<file path="src/rtl/uart_pkg.sv">
// Shared UART definitions for the transmit and receive paths.
// Both ends import these defaults so the link agrees on framing.
package uart_pkg;

  typedef enum logic [1:0] {
    IDLE  = 2'd0,
    START = 2'd1,
    DATA  = 2'd2,
    STOP  = 2'd3
  } uart_state_t;

  localparam int UART_CLKS_PER_BIT = 16;
  localparam int UART_DATA_BITS    = 8;

endpackage

</file>
<file path="src/rtl/uart_bit_timer.sv">
// Bit-period counter shared by the UART transmitter and receiver.
// bit_end marks the last cycle of each CLKS_PER_BIT-long bit.
module uart_bit_timer
  import uart_pkg::*;
#(
  parameter int CLKS_PER_BIT = UART_CLKS_PER_BIT
) (
  input  logic clk,
  input  logic reset,
  input  logic clear,
  input  logic enable,
  output logic bit_end
);

  localparam int CW =
    (CLKS_PER_BIT > 1) ? $clog2(CLKS_PER_BIT) : 1;
  localparam logic [CW-1:0] LAST = CW'(CLKS_PER_BIT - 1);

  logic [CW-1:0] cnt_q;

  assign bit_end = enable && (cnt_q == LAST);

  // count 0..LAST, restarting on every bit boundary or clear
  always_ff @(posedge clk) begin
    if (reset || clear) begin
      cnt_q <= '0;
    end else if (enable) begin
      cnt_q <= bit_end ? '0 : cnt_q + 1'b1;
    end
  end

endmodule

</file>
<file path="src/rtl/uart_tx.sv">
// 8-N-1 serial transmitter with a valid/ready byte input.
// Line idles high; start low, data LSB first, stop high.
module uart_tx
  import uart_pkg::*;
#(
  parameter int CLKS_PER_BIT = UART_CLKS_PER_BIT,
  parameter int DATA_BITS    = UART_DATA_BITS
) (
  input  logic                 clk,
  input  logic                 reset,
  input  logic [DATA_BITS-1:0] tx_data,
  input  logic                 tx_valid,
  output logic                 tx_ready,
  output logic                 tx_out,
  output logic                 tx_busy,
  output logic                 tx_done
);

  localparam int IW =
    (DATA_BITS > 1) ? $clog2(DATA_BITS) : 1;
  localparam logic [IW-1:0] LAST_IDX = IW'(DATA_BITS - 1);

  uart_state_t state_q;
  uart_state_t state_d;

  logic [DATA_BITS-1:0] shift_q;
  logic [DATA_BITS-1:0] shift_d;
  logic [IW-1:0]        idx_q;
  logic [IW-1:0]        idx_d;
  logic                 tx_q;
  logic                 tx_d;
  logic                 done_q;
  logic                 done_d;
  logic                 accept;
  logic                 run;
  logic                 bit_end;

  assign tx_ready = (state_q == IDLE);
  assign tx_busy  = (state_q != IDLE);
  assign accept   = tx_valid && tx_ready;
  assign run      = (state_q != IDLE);
  assign tx_out   = tx_q;
  assign tx_done  = done_q;

  uart_bit_timer #(
    .CLKS_PER_BIT(CLKS_PER_BIT)
  ) u_timer (
    .clk    (clk),
    .reset  (reset),
    .clear  (accept),
    .enable (run),
    .bit_end(bit_end)
  );

  // state register
  always_ff @(posedge clk) begin
    if (reset) begin
      state_q <= IDLE;
    end else begin
      state_q <= state_d;
    end
  end

  // next-state: advance one frame field per completed bit
  always_comb begin
    state_d = state_q;
    unique case (state_q)
      IDLE:  if (accept) state_d = START;
      START: if (bit_end) state_d = DATA;
      DATA:  if (bit_end && idx_q == LAST_IDX)
               state_d = STOP;
      STOP:  if (bit_end) state_d = IDLE;
      default: state_d = IDLE;
    endcase
  end

  // datapath next values: capture on accept, shift per data bit
  always_comb begin
    shift_d = shift_q;
    idx_d   = idx_q;
    unique case (1'b1)
      accept: begin
        shift_d = tx_data;
        idx_d   = '0;
      end
      (state_q == START && bit_end): begin
        idx_d = '0;
      end
      (state_q == DATA && bit_end): begin
        shift_d = shift_q >> 1;
        idx_d   = idx_q + 1'b1;
      end
      default: ;
    endcase
  end

  // outputs, computed from the upcoming state so they land in a flop
  always_comb begin
    tx_d   = 1'b1;
    done_d = (state_q == STOP) && bit_end;
    unique case (state_d)
      START:   tx_d = 1'b0;
      DATA:    tx_d = shift_d[0];
      default: tx_d = 1'b1;
    endcase
  end

  // datapath and registered line/pulse outputs
  always_ff @(posedge clk) begin
    if (reset) begin
      shift_q <= '0;
      idx_q   <= '0;
      tx_q    <= 1'b1;
      done_q  <= 1'b0;
    end else begin
      shift_q <= shift_d;
      idx_q   <= idx_d;
      tx_q    <= tx_d;
      done_q  <= done_d;
    end
  end

endmodule
</file>
<file path="config.mk">
export PLATFORM = sky130hd
export DESIGN_NAME = uart_tx
export DESIGN_NICKNAME = d
export VERILOG_FILES = /design/src/rtl/uart_pkg.sv /design/src/rtl/uart_bit_timer.sv /design/src/rtl/uart_tx.sv
export SDC_FILE = /design/constraint.sdc
export NUM_CORES = 1
export LEC_CHECK = 0
export ABC_CLOCK_PERIOD_IN_PS = 1900
export CAP_MARGIN = 10
export CORE_MARGIN = 5
export CORE_UTILIZATION = 39
export CTS_CLUSTER_SIZE = 8
export DETAILED_ROUTE_END_ITERATION = 6
export SLEW_MARGIN = 5
export SYNTH_ARGS = -nofsm -noshare
export SYNTH_HDL_FRONTEND = slang
export SYNTH_HIERARCHICAL = 1
export SYNTH_SLANG_ARGS = --single-unit
export TNS_END_PERCENT = 1
</file>
<file path="constraint.sdc">
create_clock -name clk -period 1.9 [get_ports clk]
set_input_delay 0.38 -clock clk [delete_from_list [all_inputs] [get_ports clk]]
set_output_delay 0.38 -clock clk [all_outputs]
set_load 0.005 [all_outputs]
</file>
==> results of run 1 <==
==> path summary, 6_finish.rpt <==
| check | startpoint | end |
|---|---|---|
| worst max-delay path | state_q[1] | tx_busy |
| worst min-delay path | shift_q[5] | shift_q[5] |
| worst max register to register | u_timer/cnt_q[0] | shift_q[4] |
| worst min register to register | shift_q[5] | shift_q[5] |
==> final cells by class <==
cell class,count,area (um^2)
fill,227,1100
multi-input combinational,72,479
sequential,19,380
timing repair buffer,20,185
tap,28,35.0
inverter,3,23.8
clock buffer,3,22.5
clock inverter,1,5.00
==> sequential cells by signal, summed over array words and instances, names as in the netlist <==
register,count
shift_q,8
u_timer/cnt_q,4
idx_q,3
state_q,2
tx_done,1
tx_out,1
==> synth_stat cells (all sizes together) <==
cell type	n
dfxtp	19
nand2b	3
clkinv	1
a21o	3
nor3	2
ha	3
nand3b	3
a211oi	2
nand2	5
xor2	2
and4	2
nor2	3
or2b	2
a22oi	6
nand3	12
and3b	1
o211ai	3
or3b	1
nor4	1
a41oi	2
mux2i	3
inv	2
a21oi	13
buf	6
clkbuf	1
==> routing by layer <==
metal,GRT usage,vias to the layer above,share of wire
met5,0,-,0
met4,0.0485,0,0.0080
met3,0.0263,2,0.034
met2,0.203,13,0.49
met1,0.150,368,0.47
li1,-,407,-
==> cells by family after synthesis <==
family	Yosys count	share of synthesized area
and+or+nand+nor	35	0.222
AOI/OAI and AO/OA	29	0.203
DFF	19	0.411
buffers and inverters	10	0.0717
muxes	3	0.0325
adders and majority gates	3	0.0406
xor gates and xnor gates	2	0.0189
==> where the power goes <==
part | total, mW | internal [mW] | switching (mW)
combinational | 0.109 | 0.0592 | 0.0500
sequential | 0.423 | 0.414 | 0.00856
clock | 0.200 | 0.0782 | 0.122
==> what timing repair did <==
item	4_1_cts	5_1_grt
setup buffers	0	2
setup endpoints to repair	0	8
gates resized for setup	0	2
hold buffers	0	0
==> worst register-to-register path, delay by kind of cell, from the launching register on <==
| kind | cells | cell delay (ps) |
|---|---|---|
| AND/OR/NAND/NOR | 3 | 620 |
| flip-flops | 1 | 410 |
| adder cells (fa/ha/maj) | 1 | 240 |
| buffers and inverters | 1 | 210 |
| AO/OA/AOI/OAI | 1 | 60 |
==> through the flow <==
step	total power [mW]	instance area (um^2)	setup slack, ps
2_1_floorplan	0.493	925	118
3_3_place_gp	0.540	1090	77.9
3_5_place_dp	0.541	1090	70.0
4_1_cts	0.745	1110	70.5
5_1_grt	0.780	1130	81.9
6_report	0.732	1130	179
==> cells in the final DEF, fill, tap and decap left out, drive strengths merged <==
master	n
and3b	1
nand2b	3
o211ai	3
xor2	2
clkbuf	3
nand2	5
and4	2
a41oi	2
or3b	1
nor2	3
dfxtp	19
a211oi	2
nor4	1
or2b	2
a21o	3
mux2i	3
a22oi	6
clkdlybuf4s50	14
clkinv	2
nand3	12
ha	3
nor3	2
a21oi	13
buf	6
nand3b	3
inv	2
==> results.ini, run 1 <==
[timing]
maxSlewViolCount=0
worst_pin_slew_ps=259
skew_ps=6.47
hold_ws_ps=474
fin_crit_ps=1720
hold_violations=0
finalCritPeriodShare=0.906
finalSetupTns_ps=0
rsz0062_at_grt=false
maxSlewHeadroom=0.822
setup_violations=0
max_freq_mhz=581

[floorplanning]
die_h_um=58.7
start_util=0.414
row_count=17
dieArea_um2=3440
die_w_um=58.7
ioPinCount=15
core_area_um2=2230

[cells_and_area]
final_util=0.506
antenna_cells=0
syn_to_final_growth_pct=22.3
finalNonFillerCells=146
layout-drive-gt1-share=0.127
nets=133

[critical_path]
rrSetupSlack_ps=250
cp.arrival_ps=1340
crit_buf_inv=2
crit_fanout=8
crit_type=flip-flop to primary output
cp_num_cells=3
worstPathCellList=nor2_1 -> inv_2 -> clkdlybuf4s50_1
end_kind=primary output
crit_required_ps=1520
cpPeakStageDelay_ps=510
reg2reg_depth=6
crit_path_start_kind=flip-flop
crit_path_top_delay_cell=clkdlybuf4s50_1
cpLargestDelayFamily=buffers and inverters

[route]
firstDrtPassIters=4
vias_per_cell=5.41
num_vias=790
wl_um=1870
drt_iter0_drc=25
drc=0
wl_per_cell_um=12.8
postRouteAntennaNets=0

[placement]
gp_congestion=0.784
io_buffers=14
place_hpwl_um=1340
dpl.cell_count=140

[synthesis]
synth.avg_cell_area_um2=9.15
synth.net_count=115
synth_area_um2=925
synth_area_leaders=dfxtp_1 (41%), a21oi_1 (7.0%), nand3_1 (6.5%), a22oi_1 (4.9%), ha_1 (4.1%)
synth_cells=101
synth_warnings=6
ys_ff_latch=19
yosys.area.top_type=dfxtp_1
ys_seq_area_frac=0.411
yosys.area.top_type_share=0.411
synth_cell_types=28

[pwr]
power_leakage_nw=0.424
power_density_nw_per_um2=647
vdd_drop_max_mv=0.399

[grt]
antenna_found_initial=0
overflow=0
grt_max_degree=17
grt_usage=0.121
grt_pass1_wl_um=3220
grt_pass1_vias=728

[cts]
clockBufferDepth=2
h-tree-depth=1
clkLatencyLatePin_ps=290
clock_sinks=19
clkSlewWorstSetupHoldPaths_ps=110
cts_tree=built
root_buffer=clkbuf_4
cts_buffers=3

[run]
cap_violations=0

[hold_path]
hp-class=flip-flop to flip-flop
worstHoldPathCells=2

[outcome]
status=finished clean

No activity file was read; power rests on OpenSTA's default activity.
==> run 2: changes to the inputs <==
--- a/config.mk
+++ b/config.mk
@@ -6,11 +6,12 @@
 export NUM_CORES = 1
 export LEC_CHECK = 0
 export ABC_CLOCK_PERIOD_IN_PS = 1900
-export CAP_MARGIN = 10
+export CAP_MARGIN = 40
 export CORE_MARGIN = 5
 export CORE_UTILIZATION = 39
 export CTS_CLUSTER_SIZE = 8
 export DETAILED_ROUTE_END_ITERATION = 6
+export SETUP_SLACK_MARGIN = 0.1
 export SLEW_MARGIN = 5
 export SYNTH_ARGS = -nofsm -noshare
 export SYNTH_HDL_FRONTEND = slang
==> run 2 against run 1 <==
Net effect:
- fmax is the same
- utilization grew 0.056 points
- flip-flop and latch count is the same
- routed wire length is the same
- critical path depth is the same
- global-route usage is the same
- sequential power is essentially flat
- clock skew is the same
- combinational power is essentially flat
- hold slack is the same
==> results.ini, run 2 (same netlist as run 1, synthesis figures left out) <==
[outcome]
status=finished clean  ; unchanged

[cells_and_area]
nets=133  ; unchanged
largest_register_ffs=8  ; unchanged
syn_to_final_growth_pct=22.5  ; was 22.3%
antenna_cells=0  ; unchanged
final_common_cell=dfxtp_1  ; unchanged
final_cell_mix=dfxtp_1 (18), clkdlybuf4s50_1 (14), a21oi_1 (13), nand3_1 (12)  ; was dfxtp_1 (19), clkdlybuf4s50_1 (14), a21oi_1 (13), nand3_1 (12)
layout-drive-gt1-share=0.136  ; was 0.127
regMostFlops=shift_q  ; unchanged
fillCellCount=226  ; was 227
finalNonFillerCells=146  ; unchanged
finish.instance_area_um2=1130  ; about the same
largestRegisters=shift_q: 8 flops, u_timer/cnt_q: 4 flops, idx_q: 3 flops  ; unchanged

[route]
drc=0  ; unchanged
wl_um=1870  ; unchanged
num_vias=790  ; unchanged
wl_per_cell_um=12.8  ; unchanged
vias_per_cell=5.41  ; unchanged
drt_iter0_drc=25  ; unchanged
postRouteAntennaNets=0  ; unchanged
firstDrtPassIters=4  ; unchanged

[timing]
maxSlewHeadroom=0.822  ; unchanged
setup_violations=0  ; unchanged
timing.final.ws_setup_ps=179  ; unchanged
skew_ps=6.47  ; unchanged
worst_pin_slew_ps=259  ; unchanged
fin_crit_ps=1720  ; unchanged
finalCritPeriodShare=0.906  ; unchanged
finalSetupTns_ps=0  ; unchanged
max_freq_mhz=581  ; unchanged
hold_violations=0  ; unchanged
rsz0062_at_grt=false  ; unchanged
maxSlewViolCount=0  ; unchanged

[pwr]
seqPwrFrac=0.578  ; was 0.577
power_leakage_nw=0.424  ; about the same
power_frac_clock=0.273  ; was 0.274
vdd_drop_max_mv=0.399  ; about the same
switching_power_mw=0.181  ; unchanged
combPwrFrac=0.149  ; about the same
p_total_mw=0.733  ; was 0.732 mW
p_sw_frac=0.246  ; was 0.247
power_density_nw_per_um2=647  ; about the same
power.internal_mw=0.552  ; about the same

[floorplanning]
row_count=17  ; unchanged
core_area_um2=2230  ; unchanged
ioPinCount=15  ; unchanged
start_util=0.414  ; unchanged
die_h_um=58.7  ; unchanged
dieArea_um2=3440  ; unchanged
die_w_um=58.7  ; unchanged

[critical_path]
cp.arrival_ps=1340  ; about the same
crit_path_start_kind=flip-flop  ; unchanged
crit_fanout=8  ; unchanged
crit_required_ps=1520  ; about the same
crit_type=flip-flop to primary output  ; unchanged
end_kind=primary output  ; unchanged

[grt]
antenna_found_initial=0  ; unchanged
grt_usage=0.121  ; unchanged
grt_pass1_wl_um=3220  ; unchanged
overflow=0  ; unchanged
grt_max_degree=17  ; unchanged
grt_pass1_vias=728  ; unchanged

[placement]
post-place-ws_ps=70.0  ; unchanged
place_hpwl_um=1340  ; unchanged
gp_congestion=0.784  ; unchanged
dpl.cell_count=140  ; unchanged
dpl_cell_area_um2=1090  ; unchanged
io_buffers=14  ; unchanged

[cts]
ctsHoldBuffers=0  ; unchanged
clockBufferDepth=2  ; unchanged
clkLatencyLatePin_ps=290  ; about the same
clock_sinks=19  ; unchanged
clkSlewWorstSetupHoldPaths_ps=110  ; about the same
cts_buffers=3  ; unchanged
cts_tree=built  ; unchanged
root_buffer=clkbuf_4  ; unchanged
h-tree-depth=1  ; unchanged

[run]
cap_violations=0  ; unchanged

[hold_path]
hp-class=flip-flop to flip-flop  ; unchanged

-- run 2: cell counts in the layout (fill, tap and decap cells not counted) --
No cell type changed its count.
-- run 2: final timing paths --
check,startpoint,endpoint,slack (ps),cells past startpoint
setup / recovery,state_q[1],tx_busy,180,3
hold / removal,shift_q[5],shift_q[5],470,2
setup reg to reg,u_timer/cnt_q[0],shift_q[4],250,6
hold reg to reg,shift_q[5],shift_q[5],470,2
-- run 2: layout make-up --
cell class / count / area (um^2) / share of cell area
multi-input combinational: 72 / 479 / 0.423
inverter: 3 / 23.8 / 0.0210
timing repair buffer: 20 / 185 / 0.164
tap: 28 / 35.0 / 0.0309
clock buffer: 3 / 22.5 / 0.0199
sequential: 19 / 382 / 0.337
clock inverter: 1 / 5.00 / 0.00442
-- run 2: power groups by stage --
| stage | combinational (mW) | sequential (mW) | clock, mW |
|---|---|---|---|
| floorplan | 0.0626 | 0.430 | 0 |
| global placement | 0.109 | 0.431 | 0 |
| detailed placement | 0.109 | 0.432 | 0 |
| CTS | 0.110 | 0.423 | 0.212 |
| global route | 0.121 | 0.426 | 0.234 |
| finish | 0.109 | 0.423 | 0.200 |
-- run 2: repair_timing --
action / in CTS / in global routing
setup endpoints to repair: 1 / 13
resized for setup: 1 / 2
setup buffers: 0 / 2
endpoints found under the hold margin: 0 / 0
pin swaps: 0 / 1
-- run 2: metal layers --
| metal | wire length (um) | GRT usage | vias up |
|---|---|---|---|
| li1 | - | - | 407 |
| met1 | 873 | 0.150 | 368 |
| met2 | 917 | 0.203 | 13 |
| met3 | 64 | 0.0263 | 2 |
| met4 | 15 | 0.0485 | 0 |
| met5 | 0 | 0 | - |
-- run 2: stage by stage --
stage	hold WS (ps)	util
2_1_floorplan	442	-
3_3_place_gp	458	0.487
6_report	474	0.507
5_1_grt	496	0.507
4_1_cts	478	0.499
3_5_place_dp	463	0.487
-- run 2: worst max-delay path: stages, from the launching register on --
cell             delay [ps]
dfxtp_1                 350
nor2_1                   70
inv_2                   110
clkdlybuf4s50_1         510
==> run 3: changes to the inputs <==
--- a/config.mk
+++ b/config.mk
@@ -11,6 +11,8 @@
 export CORE_UTILIZATION = 39
 export CTS_CLUSTER_SIZE = 8
 export DETAILED_ROUTE_END_ITERATION = 6
+export MAX_ROUTING_LAYER = met4
+export REMOVE_ABC_BUFFERS = 1
 export SETUP_SLACK_MARGIN = 0.1
 export SLEW_MARGIN = 5
 export SYNTH_ARGS = -nofsm -noshare
==> run 3 against run 2 <==
Net effect:
- non-clock buffer count grew 1
- hold slack gained 2.5 ps
- fmax grew 4.9%
- highest routed layer unchanged
- clock skew shrank 4.1 ps
- largest power group unchanged
- critical path depth shrank 1
- flip-flop and latch count is the same
==> results.ini, run 3 (same netlist as run 1, synthesis figures left out) <==
[grt]
overflow=0  ; unchanged
grt_usage=0.132  ; was 0.121
antenna_found_initial=0  ; unchanged
grt_max_degree=15  ; was 17
grt_pass1_wl_um=3460  ; was 3220 um
grt_pass1_vias=783  ; was 728

[cells_and_area]
syn_to_final_growth_pct=23.3  ; was 22.5%
nets=134  ; was 133
finish.instance_area_um2=1140  ; was 1130 um^2
regMostFlops=shift_q  ; unchanged
final_cell_mix=dfxtp_1 (18), a21oi_1 (13), clkdlybuf4s50_1 (13), nand3_1 (12), buf_4 (7)  ; was dfxtp_1 (18), clkdlybuf4s50_1 (14), a21oi_1 (13), nand3_1 (12)
fillCellCount=235  ; was 226
layout-drive-gt1-share=0.134  ; was 0.136
final_common_cell=dfxtp_1  ; unchanged
largestRegisters=shift_q: 8 flops, u_timer/cnt_q: 4 flops, idx_q: 3 flops  ; unchanged
multi_input_area_um2=482  ; was 479 um^2
antenna_cells=0  ; unchanged
largest_register_ffs=8  ; unchanged
seqCellArea_um2=382  ; unchanged

[route]
wl_met2_um=915  ; was 917 um
postRouteAntennaNets=0  ; unchanged
drc=0  ; unchanged
firstDrtPassIters=4  ; unchanged
drt_iter0_drc=19  ; was 25
wl_met1_um=902  ; was 873 um
wl_per_cell_um=13.1  ; was 12.8 um
topRoutingLayerUsed=met4  ; unchanged
wl_um=1920  ; was 1870 um
met3WireLength_um=72  ; was 64 um
vias_per_cell=5.33  ; was 5.41
num_vias=784  ; was 790

[critical_path]
r2r-start=u_timer/cnt_q[0]  ; unchanged
crit_fanout=2  ; was 8
crit_required_ps=1520  ; about the same
worstSetupEndpoint=tx_ready  ; was tx_busy
cp.arrival_ps=1260  ; was 1340 ps
reg2reg_depth=6  ; unchanged
reg2reg_to=shift_q[2]  ; was shift_q[4]
end_kind=primary output  ; unchanged
crit_type=flip-flop to primary output  ; unchanged
crit_path_start_kind=flip-flop  ; unchanged
crit_start=state_q[1]  ; unchanged
rrSetupSlack_ps=270  ; was 250 ps

[pwr]
power_leakage_nw=0.432  ; was 0.424 nW
seqPwrFrac=0.566  ; was 0.578
p_sw_frac=0.256  ; was 0.246
power_density_nw_per_um2=656  ; was 647 nW/um^2
combPwrFrac=0.150  ; was 0.149
power_frac_clock=0.284  ; was 0.273
power.internal_mw=0.556  ; was 0.552 mW
vdd_drop_max_mv=0.343  ; was 0.399 mV
switching_power_mw=0.191  ; was 0.181 mW

[floorplanning]
row_count=17  ; unchanged
start_util=0.414  ; unchanged
core_area_um2=2230  ; unchanged
ioPinCount=15  ; unchanged
die_w_um=58.7  ; unchanged
die_h_um=58.7  ; unchanged
dieArea_um2=3440  ; unchanged

[cts]
h-tree-depth=1  ; unchanged
root_buffer=clkbuf_4  ; unchanged
cts_buffers=3  ; unchanged
ctsHoldBuffers=0  ; unchanged
clkLatencyLatePin_ps=300  ; was 290 ps
clock_sinks=19  ; unchanged
clockBufferDepth=2  ; unchanged
clkSlewWorstSetupHoldPaths_ps=110  ; about the same
cts_tree=built  ; unchanged

[timing]
rsz0062_at_grt=false  ; unchanged
maxSlewHeadroom=0.816  ; was 0.822
finalSetupTns_ps=0  ; unchanged
max_freq_mhz=609  ; was 581 MHz
worst_pin_slew_ps=268  ; was 259 ps
fin_crit_ps=1640  ; was 1720 ps
maxSlewViolCount=0  ; unchanged
hold_violations=0  ; unchanged
skew_ps=2.39  ; was 6.47 ps
finalCritPeriodShare=0.864  ; was 0.906
setup_violations=0  ; unchanged

[run]
cap_violations=0  ; unchanged

[hold_path]
hp-class=flip-flop to flip-flop  ; unchanged

[outcome]
status=finished clean  ; unchanged

[placement]
io_buffers=14  ; unchanged
gp_congestion=0.768  ; was 0.784
place_hpwl_um=1320  ; was 1340 um
dpl_cell_area_um2=1100  ; was 1090 um^2

## run 3: cell types whose count changed in the layout (fill, tap and decap cells not counted), sizes merged
| cell | delta |
|---|---|
| clkbuf | +1 |
| clkinv | -1 |
| clkdlybuf4s50 | -1 |
| dlygate4sd2 | +1 |
| buf | +1 |
## run 3: repair_timing
item,CTS,global route
buffers inserted,0,1
pin swaps,0,1
endpoints found under the setup margin,1,10
resized for setup,3,1
## run 3: how the worst min path moves through the flow
stage	startpoint	to	slack, ps	cells past startpoint
3_5_place_dp	shift_q[7]	shift_q[7]	460	2
2_1_floorplan	shift_q[2]	shift_q[2]	440	2
6_report	shift_q[7]	shift_q[7]	480	2
4_1_cts	shift_q[7]	shift_q[7]	480	2
3_3_place_gp	shift_q[7]	shift_q[7]	460	2
5_1_grt	shift_q[7]	shift_q[7]	500	2
## run 3: metrics by stage
step | power, mW | instances | utilization | hold slack (ps) | worst slack, ps
floorplan | 0.484 | 94 | - | 442 | 95.7
global placement | 0.542 | 142 | 0.494 | 458 | 90.2
detailed placement | 0.544 | 142 | 0.494 | 463 | 61.4
CTS | 0.749 | 146 | 0.506 | 479 | 185
global route | 0.780 | 147 | 0.510 | 505 | 128
finish | 0.748 | 147 | 0.510 | 476 | 259
## run 3: cell type report
type | count | area share
sequential | 19 | 0.335
inverter | 3 | 0.0209
tap | 28 | 0.0307
multi-input combinational | 72 | 0.423
clock buffer | 4 | 0.0231
timing repair buffer | 21 | 0.168
## run 3: worst max-delay path, cell delays in order (launching register included)
cell and delay [ps]:
dfxtp_2 340, nor2_2 110, clkdlybuf4s50_1 510
## run 3: power groups by stage
stage | clock network (mW) | registers, mW | logic, mW
floorplan | 0 | 0.433 | 0.0513
global placement | 0 | 0.431 | 0.110
detailed placement | 0 | 0.431 | 0.113
CTS | 0.214 | 0.423 | 0.113
global route | 0.231 | 0.425 | 0.124
finish | 0.212 | 0.423 | 0.113
## run 3: per-layer routing
metal,global-route usage,vias up
li1,-,409
met1,0.176,358
met2,0.203,12
met3,0.0197,5
met4,0.0485,0
met5,-,-
